==> config.mk <==
export PLATFORM = sky130hd
export DESIGN_NAME = mat_fetch_unpack
export DESIGN_NICKNAME = d
export VERILOG_FILES = /design/src/rtl/mat_pkg.sv /design/src/rtl/word_unpacker.sv /design/src/rtl/mat_fetch_unpack.sv
export SDC_FILE = /design/constraint.sdc
export NUM_CORES = 1
export LEC_CHECK = 0
export CELL_PAD_IN_SITES_DETAIL_PLACEMENT = 1
export CELL_PAD_IN_SITES_GLOBAL_PLACEMENT = 1
export CORE_MARGIN = 1.5
export CORE_UTILIZATION = 25
export CTS_BUF_LIST = sky130_fd_sc_hd__clkbuf_8 sky130_fd_sc_hd__clkbuf_16
export DETAILED_ROUTE_END_ITERATION = 8
export GPL_TIMING_DRIVEN = 0
export PLACE_DENSITY_LB_ADDON = 0.1
export SLEW_MARGIN = 20
export SYNTH_ARGS = -nofsm -noshare
export SYNTH_HDL_FRONTEND = slang
export SYNTH_SLANG_ARGS = --single-unit
==> constraint.sdc <==
create_clock -name clk -period 7.2 [get_ports clk]
set_clock_uncertainty 0.15 [all_clocks]
set_input_delay 1.08 -clock clk [delete_from_list [all_inputs] [get_ports clk]]
set_output_delay 1.08 -clock clk [all_outputs]
set_load 0.02 [all_outputs]
==> src/rtl/mat_pkg.sv <==
`default_nettype none
// ============================================================================
// Module      : mat_pkg
// Description : Shared types and constants for the matrix fetch/unpack stage.
// Revision    : 1.0 - initial release
// ============================================================================
package mat_pkg;

    localparam int WORD_W       = 64;
    localparam int BYTE_W       = 8;
    localparam int DEFAULT_ROWS = 8;

    typedef enum logic [2:0] {
        IDLE      = 3'd0,
        REQ       = 3'd1,
        WAIT_DATA = 3'd2,
        UNPACK    = 3'd3,
        DONE      = 3'd4
    } state_t;

endpackage
`default_nettype wire

==> src/rtl/word_unpacker.sv <==
`default_nettype none
// ============================================================================
// Module      : word_unpacker
// Description : Holds one memory word and presents its bytes MSB-first,
//               advancing only when the consumer accepts the current byte.
// Revision    : 1.0 - initial release
// ============================================================================
module word_unpacker
    import mat_pkg::*;
#(
    parameter int BYTE_WIDTH = BYTE_W,
    parameter int NUM_BYTES  = WORD_W / BYTE_W
) (
    input  logic                            clk,
    input  logic                            rst,
    input  logic                            i_load,
    input  logic [BYTE_WIDTH*NUM_BYTES-1:0] i_data,
    input  logic                            i_ready,
    output logic [BYTE_WIDTH-1:0]           o_byte,
    output logic                            o_valid,
    output logic                            o_last
);

    localparam int c_WORD_W = BYTE_WIDTH * NUM_BYTES;
    localparam int c_IDX_W  = (NUM_BYTES > 1) ? $clog2(NUM_BYTES) : 1;

    logic [c_WORD_W-1:0] r_hold;
    logic [c_WORD_W-1:0] w_shifted;
    logic [c_IDX_W-1:0]  r_idx;
    logic                r_valid;

    always_ff @(posedge clk or posedge rst) begin
        if (rst) begin
            r_hold  <= '0;
            r_idx   <= '0;
            r_valid <= 1'b0;
        end else if (i_load) begin
            r_hold  <= i_data;
            r_idx   <= '0;
            r_valid <= 1'b1;
        end else if (r_valid && i_ready) begin
            if (o_last) begin
                r_valid <= 1'b0;
            end else begin
                r_idx <= r_idx + 1'b1;
            end
        end
    end

    // After the last byte the index parks, so the output byte stays stable.
    assign w_shifted = r_hold << (BYTE_WIDTH * r_idx);
    assign o_byte    = w_shifted[c_WORD_W-1 -: BYTE_WIDTH];
    assign o_last    = (r_idx == c_IDX_W'(NUM_BYTES - 1));
    assign o_valid   = r_valid;

endmodule
`default_nettype wire

==> src/rtl/mat_fetch_unpack.sv <==
`default_nettype none
// ============================================================================
// Module      : mat_fetch_unpack
// Description : Avalon-MM read master that fetches the B vector and A rows and
//               unpacks each word into the B / A-row FIFOs. Optional byte
//               checksum built when MAT_FETCH_CHECKSUM_EN is defined.
// Revision    : 1.0 - initial release
// ============================================================================
module mat_fetch_unpack
    import mat_pkg::*;
#(
    parameter int          DATA_WIDTH = BYTE_W,
    parameter int          NUM_ROWS   = DEFAULT_ROWS,
    parameter int          WORD_BYTES = WORD_W / BYTE_W,
    parameter logic [31:0] BASE_ADDR  = 32'd0
) (
    input  logic                             clk,
    input  logic                             rst,
    input  logic                             start,
    output logic [31:0]                      address,
    output logic                             read,
    input  logic [DATA_WIDTH*WORD_BYTES-1:0] readdata,
    input  logic                             readdatavalid,
    input  logic                             waitrequest,
    output logic [DATA_WIDTH-1:0]            fifo_data,
    output logic                             wrreq_b,
    output logic [NUM_ROWS-1:0]              wrreq_a,
    input  logic                             wrfull_b,
    input  logic [NUM_ROWS-1:0]              wrfull_a,
    output logic                             busy,
    output logic                             done,
    output logic [15:0]                      checksum
);

    localparam int c_IDX_W = $clog2(NUM_ROWS + 1);

    state_t              r_state;
    logic [c_IDX_W-1:0]  r_word_idx;
    logic                w_accept;
    logic                w_load;
    logic                w_sel_b;
    logic [NUM_ROWS-1:0] w_row_sel;
    logic                w_target_full;
    logic                w_write;
    logic [DATA_WIDTH-1:0] w_byte;
    logic                w_valid;
    logic                w_last;
    logic                w_start_ok;

    assign w_start_ok = start && ((r_state == IDLE) || (r_state == DONE));
    assign w_accept   = (r_state == REQ) && !waitrequest;
    // A zero-latency slave may return data in the very cycle it accepts.
    assign w_load     = readdatavalid && (w_accept || (r_state == WAIT_DATA));

    assign w_sel_b = (r_word_idx == '0);

    generate
        for (genvar r = 0; r < NUM_ROWS; r++) begin : g_row_sel
            assign w_row_sel[r] = (r_word_idx == c_IDX_W'(r + 1));
        end
    endgenerate

    assign w_target_full = w_sel_b ? wrfull_b : |(wrfull_a & w_row_sel);
    assign w_write       = (r_state == UNPACK) && w_valid && !w_target_full;
    assign wrreq_b       = w_write && w_sel_b;
    assign wrreq_a       = {NUM_ROWS{w_write}} & w_row_sel;
    assign fifo_data     = w_byte;

    word_unpacker #(
        .BYTE_WIDTH (DATA_WIDTH),
        .NUM_BYTES  (WORD_BYTES)
    ) u_unpacker (
        .clk     (clk),
        .rst     (rst),
        .i_load  (w_load),
        .i_data  (readdata),
        .i_ready (w_write),
        .o_byte  (w_byte),
        .o_valid (w_valid),
        .o_last  (w_last)
    );

    always_ff @(posedge clk or posedge rst) begin
        if (rst) begin
            r_state    <= IDLE;
            r_word_idx <= '0;
            address    <= 32'd0;
            read       <= 1'b0;
            busy       <= 1'b0;
            done       <= 1'b0;
        end else begin
            case (r_state)
                IDLE, DONE: begin
                    if (start) begin
                        r_state    <= REQ;
                        r_word_idx <= '0;
                        address    <= BASE_ADDR;
                        read       <= 1'b1;
                        busy       <= 1'b1;
                        done       <= 1'b0;
                    end
                end
                REQ: begin
                    if (w_accept) begin
                        read    <= 1'b0;
                        r_state <= readdatavalid ? UNPACK : WAIT_DATA;
                    end
                end
                WAIT_DATA: begin
                    if (readdatavalid) begin
                        r_state <= UNPACK;
                    end
                end
                UNPACK: begin
                    if (w_write && w_last) begin
                        if (r_word_idx == c_IDX_W'(NUM_ROWS)) begin
                            r_state <= DONE;
                            busy    <= 1'b0;
                            done    <= 1'b1;
                        end else begin
                            r_word_idx <= r_word_idx + 1'b1;
                            address    <= BASE_ADDR + 32'(r_word_idx) + 32'd1;
                            read       <= 1'b1;
                            r_state    <= REQ;
                        end
                    end
                end
                default: r_state <= IDLE;
            endcase
        end
    end

`ifdef MAT_FETCH_CHECKSUM_EN
    logic [15:0] r_checksum;

    always_ff @(posedge clk or posedge rst) begin
        if (rst) begin
            r_checksum <= 16'd0;
        end else if (w_start_ok) begin
            r_checksum <= 16'd0;
        end else if (w_write) begin
            r_checksum <= r_checksum + 16'(fifo_data);
        end
    end

    assign checksum = r_checksum;
`else
    assign checksum = 16'd0;
`endif

endmodule
`default_nettype wire

==> reports/results.tsv, run 1 <==
stage	metric	value	unit
drt	wl_met3	780	um
synth	avgSynthCellArea	12.7	um^2
drt	vias	2981	
power	pwr-share-clk	19.0	%
synth	ys_ff_latch	79	
finish	fin_util	36.3	%
clock_network	holdBufCountCts	0	
worst_setup_path	cp_common_cell	clkdlybuf4s50_1	
worst_setup_path	cp_data_required_time	5.97	ns
clock_network	post_cts_buffers	0	
global_route	grt_max_degree	43	
clock_network	htreeDepth	3	
finish	ff_latch_area	1980	um^2
clock_network	clock-sinks	79	
floorplan	dieArea	17600	um^2
synth	synth_top_cell_by_area	dfrtp_1	
worst_setup_path	worst-setup-path-type	input pin to output port	
floorplan	die_height	133	um
power	leakage	2.61	nW
worst_setup_path	path_buf_inv	2	
worst_setup_path	cp_data_arrival_time	3.40	ns
worst_setup_path	max_stage_delay	0.66	ns
clock_network	clk_latency	0.34	ns
worst_hold_path	hold_depth	1	
synth	async_flop_share	100	%
sta	min_period	4.63	ns
drt	wl_per_cell	15.8	um
power	power.density	427	nW/um^2
sta	period_share	64.4	%
worst_setup_path	path_delay_family	buffers and inverters	
finish	multi_input_area	1940	um^2
worst_hold_path	hold_class	flip-flop to flip-flop	
global_route	grt_pass1_vias	3233	
finish	drive_gt1_share	32.0	%
clock_network	cts_buffer_depth	2	
sta	rsz0062_at_grt	false	
global_route	track_usage	13.6	%
synth	synth_cells	331	
sta	setup_viol	0	
clock_network	numCtsBuffers	9	
floorplan	die_w	133	um
synth	ys.warnings.count	0	
worst_setup_path	start_kind	input pin	
power	switchingPower	0.901	mW
floorplan	core	16500	um^2
drt	drtIter0Drc	106	
synth	yosysSeqAreaShare	47.2	%
drt	viasPerCell	4.19	
drt	highest_layer	met4	
drt	drc	0	
synth	synth_edf_count	0	
floorplan	io_pins	146	
worst_setup_path	cp.depth	5	
worst_setup_path	cp_slowest_cell	clkdlybuf4s50_1	
finish	final_nets	571	
place	port_buffers	102	
worst_setup_path	cp_max_fo	9	
clock_network	cts_root_buffer	clkbuf_16	
sta	tightest_slew	0.767	ns
drt	met2_length	5.58	mm
sta	final-hold-violation-count	0	
place	place_hpwl	8.53	mm
synth	syn_area	4190	um^2
global_route	gr-total-overflow	0	
worst_setup_path	end_kind	output port	
synth	yosys.area.top_type_share	47.2	%
sta	fmax	216	MHz
synth	synth_most_common_cell	dfrtp_1	
global_route	grt_pass1_wl	18.2	mm
finish	n_antenna_cell	0	
power	p_sw_share	35.3	%
synth	synth_area_leaders	dfrtp_1, mux2_2, mux4_2, buf_4, ha_1	
floorplan	initial_core_util	25.5	%
run	drv_cap	0	
floorplan	row_count	47	
synth	ys_types	41	
synth	synthTopCellsByCount	dfrtp_1, mux2_2, buf_4	
worst_setup_path	r2r_slack	4.44	ns
synth	synthFlopType	dfrtp_1	
power	power_frac_comb	50.5	%
power	power_frac_seq	30.5	%
global_route	antenna_found_initial	0	
finish	area_growth	42.6	%
drt	routed_wl	11.2	mm
drt	first_pass_iters	4	
drt	drt-met1-wl	4.75	mm
worst_setup_path	path_cells	clkdlybuf4s50_1, nor4_1, o21ai_1, nor4b_1, clkdlybuf4s50_1	
clock_network	clkSlewWorstSetupHoldPaths	0.06	ns
clock_network	cts_resized	0	
sta	slew_headroom	48.9	%
power	ir_worst_vdd	0.248	mV
sta	maxSlewViolCount	0	
finish	fillCellCount	1781	
place	gp_congestion	0.715	
drt	ant_nets	0	
sta	fin_tns_setup	0	ns
run_status	status	finished clean	
worst_setup_path	worst_r2r_path_depth	7	
power	p_int	1.65	mW
clock_network	cts_tree	yes	
## power by group through the flow
| stage | Clock (mW) | Combinational (mW) | Sequential [mW] |
|---|---|---|---|
| finish | 0.486 | 1.29 | 0.780 |
| global placement | 0 | 1.30 | 0.778 |
| floorplan | 0 | 0.878 | 0.770 |
| detailed placement | 0 | 1.32 | 0.791 |
| CTS | 0.508 | 1.32 | 0.783 |
| global route | 0.524 | 1.41 | 0.814 |
## sequential cells by signal (all words and copies together) (netlist names)
signal and count:
address 2, busy 1, done 1, r_state 3, r_word_idx 3, read 1
u_unpacker.o_valid 1, u_unpacker.r_hold 64, u_unpacker.r_idx 3
## metrics by stage
| stage | area [um^2] | hold WS, ns | cells | power [mW] | setup WS [ns] |
|---|---|---|---|---|---|
| after floorplan | 4350 | 0.324 | 373 | 1.65 | 3.43 |
| after global placement | 5650 | 0.333 | 695 | 2.07 | 2.41 |
| after detailed placement | 5670 | 0.338 | 696 | 2.11 | 2.54 |
| after CTS | 5980 | 0.353 | 711 | 2.61 | 2.54 |
| after global routing | 5980 | 0.375 | 711 | 2.75 | 2.36 |
| final | 5980 | 0.353 | 711 | 2.56 | 2.57 |
## worst paths after layout
check | to | start
setup reg to reg | address[4] | r_word_idx[0]
hold reg to reg | u_unpacker.r_hold[24] | u_unpacker.r_hold[24]
max in group asynchronous | u_unpacker.r_hold[36] | rst
min in group asynchronous | u_unpacker.r_hold[31] | rst
setup / recovery | wrreq_a[0] | wrfull_b
hold / removal | u_unpacker.r_hold[24] | u_unpacker.r_hold[24]
## final cells by class
class                           instances  share of cell area (%)
Multi-Input combinational cell        225                    32.4
Tap cell                              220                    4.60
Sequential cell                        79                    33.1
Timing Repair Buffer                  103                    17.4
Clock buffer                            9                    3.77
Inverter                               10                   0.669
Clock inverter                          6                    1.44
Buffer                                 59                    6.63
## routing by layer
metal | global-route usage (%) | up-vias
met5 | 0 | -
met1 | 16.2 | 1477
met2 | 23.4 | 91
li1 | - | 1404
met4 | 3.11 | 0
met3 | 5.21 | 9
## kinds of logic after synthesis
kind of cell / after synthesis / synth area share (%)
AO/OA/AOI/OAI: 30 / 4.92
other: 1 / 0.0894
flip-flops: 79 / 47.2
adder cells (fa/ha/maj): 6 / 1.79
AND/OR/NAND/NOR: 53 / 6.54
buffers and inverters: 69 / 10.4
multiplexers: 93 / 29.2
## cell usage in the layout, fill, tap and decap left out, types with 2 or more instances in the layout
cell type        instances
a22oi_1                  4
clkbuf_16                9
a21oi_1                  8
o22ai_1                  2
inv_1                   10
o21ai_0                  6
nor4b_1                  2
bufinv_16                2
buf_2                    2
nand2_1                 16
buf_1                    8
mux2_2                  73
clkdlybuf4s50_1        102
and2_1                   2
nand3_1                  5
nor2_1                   9
nand2b_1                 3
mux4_2                  16
conb_1                  43
buf_4                   44
mux2i_1                  4
dfrtp_1                 79
ha_1                     6
clkbuf_1                 4
nor3_1                   7
nand3b_1                 2
No activity file was read; power rests on OpenSTA's default activity.
==> run 2, diff against run 1 <==
- clock period: 7.2 -> 4.7 ns (I/O delays scaled with it)
==> results of run 2 <==
Same layout as run 1 (identical final DEF). Status: finished clean.
Main changes from that run: setup slack after placement 2.54 ns -> 0.792 ns; setup slack after layout 2.57 ns -> 0.710 ns; start point of the critical path wrfull_b -> r_word_idx[0]; register-to-register setup slack 4.44 ns -> 1.94 ns; total power 2.56 mW -> 3.91 mW; worst IR drop on VDD 0.248 mV -> 0.380 mV
